### config.mk
export PLATFORM = sky130hd
export DESIGN_NAME = fastio_ctrl
export DESIGN_NICKNAME = d
export VERILOG_FILES = /design/src/rtl/fastio_ctrl.sv
export SDC_FILE = /design/constraint.sdc
export NUM_CORES = 1
export LEC_CHECK = 0
export ABC_AREA = 1
export CAP_MARGIN = 20
export CORE_MARGIN = 3
export CORE_UTILIZATION = 48
export CTS_CLUSTER_SIZE = 12
export DETAILED_ROUTE_END_ITERATION = 8
export PLACE_DENSITY = 0.77
export SLEW_MARGIN = 20
export SYNTH_ARGS = -nofsm -noshare
export SYNTH_HDL_FRONTEND = slang
export SYNTH_SLANG_ARGS = --single-unit
### constraint.sdc
create_clock -name clk -period 1.3 [get_ports clk]
set_input_delay 0.39 -clock clk [delete_from_list [all_inputs] [get_ports clk]]
set_output_delay 0.39 -clock clk [all_outputs]
set_load 0.1 [all_outputs]
### src/rtl/fastio_ctrl.sv
// fastio_ctrl: Wishbone-classic register block for NPADS fast I/O pads.
// Holds the pad output/enable/strength registers, synchronizes the pad inputs
// and turns enabled rising/falling edges into sticky W1C status with a level irq.
module fastio_ctrl #(
    parameter int NPADS = 28
) (
    input  logic             clk,
    input  logic             rst_n,
    input  logic             wbs_stb_i,
    input  logic             wbs_cyc_i,
    input  logic             wbs_we_i,
    input  logic [3:0]       wbs_sel_i,
    input  logic [31:0]      wbs_adr_i,
    input  logic [31:0]      wbs_dat_i,
    output logic             wbs_ack_o,
    output logic [31:0]      wbs_dat_o,
    input  logic [NPADS-1:0] fastio_in,
    output logic [NPADS-1:0] fastio_out_l,
    output logic [NPADS-1:0] fastio_oe_l,
    output logic [NPADS-1:0] fastio_strong_enable,
    output logic [NPADS-1:0] fastio_med_enable,
    output logic             irq
);

    // Bus handshake states
    //   state    | meaning
    //   ST_IDLE  | no ack this cycle; a new access may start
    //   ST_ACK   | ack high for exactly one cycle; no access may start
    typedef enum logic {
        ST_IDLE = 1'b0,
        ST_ACK  = 1'b1
    } bus_state_t;

    localparam logic [2:0] ADR_OUT     = 3'd0;
    localparam logic [2:0] ADR_OE      = 3'd1;
    localparam logic [2:0] ADR_STRONG  = 3'd2;
    localparam logic [2:0] ADR_MED     = 3'd3;
    localparam logic [2:0] ADR_IN      = 3'd4;
    localparam logic [2:0] ADR_RISE_IE = 3'd5;
    localparam logic [2:0] ADR_FALL_IE = 3'd6;
    localparam logic [2:0] ADR_STATUS  = 3'd7;

    bus_state_t       state;
    bus_state_t       state_nxt;

    logic             acc_start;
    logic             wr_en;
    logic             rd_en;
    logic [2:0]       acc_adr;
    logic [NPADS-1:0] wr_mask;
    logic [NPADS-1:0] wr_bits;
    logic [31:0]      rd_word;

    logic [NPADS-1:0] reg_out;
    logic [NPADS-1:0] reg_oe;
    logic [NPADS-1:0] reg_strong;
    logic [NPADS-1:0] reg_med;
    logic [NPADS-1:0] reg_rise_ie;
    logic [NPADS-1:0] reg_fall_ie;
    logic [NPADS-1:0] reg_status;

    logic [NPADS-1:0] sync1;
    logic [NPADS-1:0] sync2;
    logic [NPADS-1:0] prev;
    logic [NPADS-1:0] rise;
    logic [NPADS-1:0] fall;
    logic [NPADS-1:0] status_set;
    logic [NPADS-1:0] status_clr;

    // Address bits outside [4:2] and data bits above NPADS are intentionally ignored.
    logic unused_bus;
    assign unused_bus = &{1'b0, wbs_adr_i, wbs_dat_i};

    assign acc_adr   = wbs_adr_i[4:2];
    assign acc_start = wbs_stb_i & wbs_cyc_i & (state == ST_IDLE);
    assign wr_en     = acc_start & wbs_we_i;
    assign rd_en     = acc_start & ~wbs_we_i;
    assign wbs_ack_o = (state == ST_ACK);

    for (genvar g = 0; g < NPADS; g++) begin : g_mask
        assign wr_mask[g] = wbs_sel_i[g / 8];
    end
    assign wr_bits = wbs_dat_i[NPADS-1:0] & wr_mask;

    function automatic logic [NPADS-1:0] merge_bytes(input logic [NPADS-1:0] old_val,
                                                      input logic [NPADS-1:0] new_bits,
                                                      input logic [NPADS-1:0] mask);
        return (old_val & ~mask) | new_bits;
    endfunction

    // Handshake state register.
    always_ff @(posedge clk or negedge rst_n) begin
        if (!rst_n) state <= ST_IDLE;
        else        state <= state_nxt;
    end

    // Next state: one ack cycle per access, then a mandatory idle cycle.
    always_comb begin
        state_nxt = state;
        case (state)
            ST_IDLE: if (acc_start) state_nxt = ST_ACK;
            ST_ACK:  state_nxt = ST_IDLE;
            default: state_nxt = ST_IDLE;
        endcase
    end

    // Read mux, zero-extended to the bus width.
    always_comb begin
        rd_word = '0;
        case (acc_adr)
            ADR_OUT:     rd_word[NPADS-1:0] = reg_out;
            ADR_OE:      rd_word[NPADS-1:0] = reg_oe;
            ADR_STRONG:  rd_word[NPADS-1:0] = reg_strong;
            ADR_MED:     rd_word[NPADS-1:0] = reg_med;
            ADR_IN:      rd_word[NPADS-1:0] = sync2;
            ADR_RISE_IE: rd_word[NPADS-1:0] = reg_rise_ie;
            ADR_FALL_IE: rd_word[NPADS-1:0] = reg_fall_ie;
            ADR_STATUS:  rd_word[NPADS-1:0] = reg_status;
            default:     rd_word = '0;
        endcase
    end

    // Read data is captured with the ack and is zero in every other cycle.
    always_ff @(posedge clk or negedge rst_n) begin
        if (!rst_n)     wbs_dat_o <= '0;
        else if (rd_en) wbs_dat_o <= rd_word;
        else            wbs_dat_o <= '0;
    end

    // Control registers; writes land on the same edge that raises ack.
    always_ff @(posedge clk or negedge rst_n) begin
        if (!rst_n) begin
            reg_out     <= '0;
            reg_oe      <= '0;
            reg_strong  <= '0;
            reg_med     <= '0;
            reg_rise_ie <= '0;
            reg_fall_ie <= '0;
        end else if (wr_en) begin
            case (acc_adr)
                ADR_OUT:     reg_out     <= merge_bytes(reg_out,     wr_bits, wr_mask);
                ADR_OE:      reg_oe      <= merge_bytes(reg_oe,      wr_bits, wr_mask);
                ADR_STRONG:  reg_strong  <= merge_bytes(reg_strong,  wr_bits, wr_mask);
                ADR_MED:     reg_med     <= merge_bytes(reg_med,     wr_bits, wr_mask);
                ADR_RISE_IE: reg_rise_ie <= merge_bytes(reg_rise_ie, wr_bits, wr_mask);
                ADR_FALL_IE: reg_fall_ie <= merge_bytes(reg_fall_ie, wr_bits, wr_mask);
                default: ;
            endcase
        end
    end

    // Two-flop synchronizer plus one history flop for edge detection.
    always_ff @(posedge clk or negedge rst_n) begin
        if (!rst_n) begin
            sync1 <= '0;
            sync2 <= '0;
            prev  <= '0;
        end else begin
            sync1 <= fastio_in;
            sync2 <= sync1;
            prev  <= sync2;
        end
    end

    assign rise       = sync2 & ~prev;
    assign fall       = ~sync2 & prev;
    assign status_set = (rise & reg_rise_ie) | (fall & reg_fall_ie);
    assign status_clr = (wr_en && acc_adr == ADR_STATUS) ? wr_bits : '0;

    // Sticky status: a new event in the same cycle as a W1C keeps the bit set.
    always_ff @(posedge clk or negedge rst_n) begin
        if (!rst_n) reg_status <= '0;
        else        reg_status <= (reg_status & ~status_clr) | status_set;
    end

    // Registered interrupt, one cycle behind status.
    always_ff @(posedge clk or negedge rst_n) begin
        if (!rst_n) irq <= 1'b0;
        else        irq <= |reg_status;
    end

    assign fastio_out_l         = ~reg_out;
    assign fastio_oe_l          = ~reg_oe;
    assign fastio_strong_enable = reg_strong;
    assign fastio_med_enable    = reg_med;

endmodule
==> out/metrics.cfg <==
[critical_path]
r2r_slack_ns=-0.41
start_kind=flip-flop
worstRegToRegCells=7
critPathMaxStageDelay_ns=0.48
worstSetupPathType=reg -> reg
cp_slowest_cell=dfrtp_4
timing.rr.start=wbs_ack_o$_DFF_PN0_
crit_fanout=9
crit_top_cell=buf_12
end_kind=flip-flop
required_ns=1.69
cp_cell_sequence=nand3b_4 -> nor2_8 -> buf_12 -> buf_12 -> nand3_4 -> nand2_2 -> o21ai_2
arrival_ns=2.10

[hold_path]
min-delay-path-class=in -> reg
worstHoldStart=fastio_in[6]
holdPathEnd=sync1[6]$_DFF_PN0_
hold_path_depth=1

[detailed_routing]
firstDrtPassIters=7
via_per_inst=6.07
routedWlPerCell_um=22.3
drt_wl_total_mm=51.7
drt_iter0_markers=2035
drc=0
num_vias=14100
antenna_left=0

[cells_and_area]
fin_util_pct=77.7
diodes=0
regArea_um2=7840
stdcell_area_um2=21800
nets=2018
drive_gt1_share_pct=37.4
multi_input_area_um2=5520
final.fill_count=1601
area_growth_pct=57.9

[placed_design]
pre_cts_ws_ns=-0.694
dp_hpwl_mm=28.1
io_buffers=209
place_area_um2=18600
gp_congestion=0.873

[yosys]
yosysUniqueCellTypes=31
yosysTopAreaCell=dfrtp_1
synth-edff-count=0
synth.avg_cell_area_um2=9.13
synth_top_area_share_pct=56.3
synth_area_um2=13800
synth_seq_area_share_pct=56.3
ys_async_sr_fraction_pct=100
yosysWarnings=0
yosys_register_bits=310
ys.flop_type=dfrtp_1
netlist_top_cells_area=dfrtp_1 (56%), nand2_1 (9.3%), nand4_1 (7.6%), o21ai_0 (7.1%), inv_1 (3.8%)
syn_inst=1508

[global_routing]
grt.busiest_layer=met2
overflow=0
track_usage_pct=31.3
grt_use_met1_pct=40.5
use_met3_pct=6.44
grt_pass1_vias=13800
antenna_found_initial=2
grt_pass1_wl_mm=75.9
grt_max_degree=47
use_met2_pct=50.7

[floorplan]
core_area_um2=28000
die_area_um2=30800
ioPinCount=247
die_h_um=175
num_rows=61
initial_core_util_pct=49.2
die_x_um=175

[flow_run]
maxCapViolCount=0

[timing]
finalSetupTns_ns=-100.54
maxSlewViolCount=0
fmax_mhz=584
fin_hold_ws_ns=0.317
finalSetupViolations=366
period_minus_slack_ns=1.71
grt_setup_unrepaired=yes
finalCritPeriodShare_pct=132
relSlewSlack_pct=65.0
skew_ns=0.0195
worst_pin_slew_ns=0.526
fin_ws_ns=-0.412
finalHoldViolCount=0

[power]
ir_drop_uv=1110
power_density_nw_per_um2=1400
p_leak_nw=9.73

[clock_network]
clkTransAtPathRegs_ns=0.06
cts_max_level=2
ctsRootBufferMaster=clkbuf_16
cts_inserted_buffers=34
clkLatencyLatePin_ns=0.51
cts_tree=built
clock_sinks=310
clock_path_buffers=3

[outcome]
run_status=finished, violations left
failed_checks=negative setup slack

==> worst max-delay path: cells and delay by family (launching register included) <==
family,cells,cell delay (ns)
flops,1,0.48
compound gates,1,0.07
simple gates,4,0.74
buf+inv,2,0.31
==> per-stage QoR <==
stage	instances	total power [W]
after floorplan	1511	0.0161
after global placement	2097	0.0193
after detailed placement	2097	0.0195
after CTS	2287	0.0299
after global routing	2321	0.0312
final	2321	0.0304
==> placed cells by master, fill, tap and decap left out, types with 3 or more instances in the layout <==
| cell | n |
|---|---|
| nand2_1 | 270 |
| dfrtp_1 | 248 |
| buf_4 | 193 |
| buf_12 | 183 |
| nand4_1 | 168 |
| o21ai_1 | 143 |
| nor2_1 | 96 |
| inv_1 | 85 |
| o21ai_0 | 64 |
| clkdlybuf4s50_1 | 63 |
| dfrtp_2 | 61 |
| clkinvlp_4 | 56 |
| nand2_2 | 49 |
| o21ai_2 | 44 |
| clkbuf_16 | 41 |
| nand3_4 | 30 |
| a31oi_1 | 28 |
| a21oi_1 | 25 |
| nand2_4 | 21 |
| clkbuf_1 | 13 |
| buf_6 | 9 |
| clkbuf_8 | 8 |
| nand3_1 | 5 |
| nor3_4 | 4 |
| conb_1 | 4 |
| a21oi_2 | 3 |
| nand3_2 | 3 |
| inv_4 | 3 |
| clkinv_2 | 3 |
==> repair_timing <==
item / in CTS / in global routing
setup endpoints to repair: 367 / 366
cloned: 12 / 6
resized for setup: 85 / 117
buffers inserted: 115 / 29
hold buffers: 1 / 0
hold endpoints to repair: 11 / 0
pin swaps: 17 / 13
==> synthesized netlist by cell type (2+ instances only) <==
cell type / count
buf_4: 8
nand3_2: 7
clkbuf_1: 16
nand4_1: 168
buf_8: 2
nand2_1: 340
nand3_4: 11
nor3_1: 3
inv_2: 2
o21ai_1: 23
inv_4: 3
inv_1: 141
o21ai_2: 32
buf_2: 52
nor3_4: 4
dfrtp_1: 310
a31oi_1: 28
nand3_1: 9
o21ai_0: 196
buf_1: 2
buf_6: 17
nor2_1: 98
a21oi_1: 28
==> area by class of cell <==
cell class / instances / share of cell area (%)
clock inverter: 4 / 0.207
timing repair buffer: 456 / 27.7
sequential: 310 / 36.0
clock buffer: 58 / 4.99
tap: 378 / 2.17
inverter: 146 / 3.52
multi-input combinational: 969 / 25.4
==> report_power, final <==
group / switching, W / leakage [nW] / internal (W) / total, W
Sequential: 0.000971 / 3.81 / 0.0105 / 0.0115
Clock: 0.00384 / 0.555 / 0.00587 / 0.00971
Combinational: 0.00568 / 5.36 / 0.00345 / 0.00913
Total: 0.0105 / 9.73 / 0.0199 / 0.0304
==> worst max-delay path by stage <==
stage	from	endpoint	cells after the start
floorplan	wbs_ack_o$_DFF_PN0_	reg_status[13]$_DFF_PN0_	7
global placement	wbs_stb_i	reg_status[19]$_DFF_PN0_	7
detailed placement	wbs_cyc_i	flip-flop	7
CTS	wbs_ack_o$_DFF_PN0_	wbs_ack_o	2
global route	wbs_ack_o$_DFF_PN0_	flip-flop	7
finish	wbs_ack_o$_DFF_PN0_	flip-flop	7
==> metal layers <==
| metal | vias up | wire length, um |
|---|---|---|
| met5 | - | 27 |
| met4 | 4 | 3180 |
| met3 | 302 | 6100 |
| met2 | 1179 | 24400 |
| met1 | 6672 | 18000 |
| li1 | 5931 | - |
==> cell families (layout without fill, tap and decap cells) <==
group | count (synthesis) | count (layout) | share of synthesized area, %
buffers and inverters | 244 | 664 | 8.49
other | 1 | 4 | 0.0272
DFF | 310 | 310 | 56.3
AOI/OAI and AO/OA | 307 | 307 | 12.3
and+or+nand+nor | 646 | 658 | 22.9
Note: power is estimated with default switching activity, not from simulation.
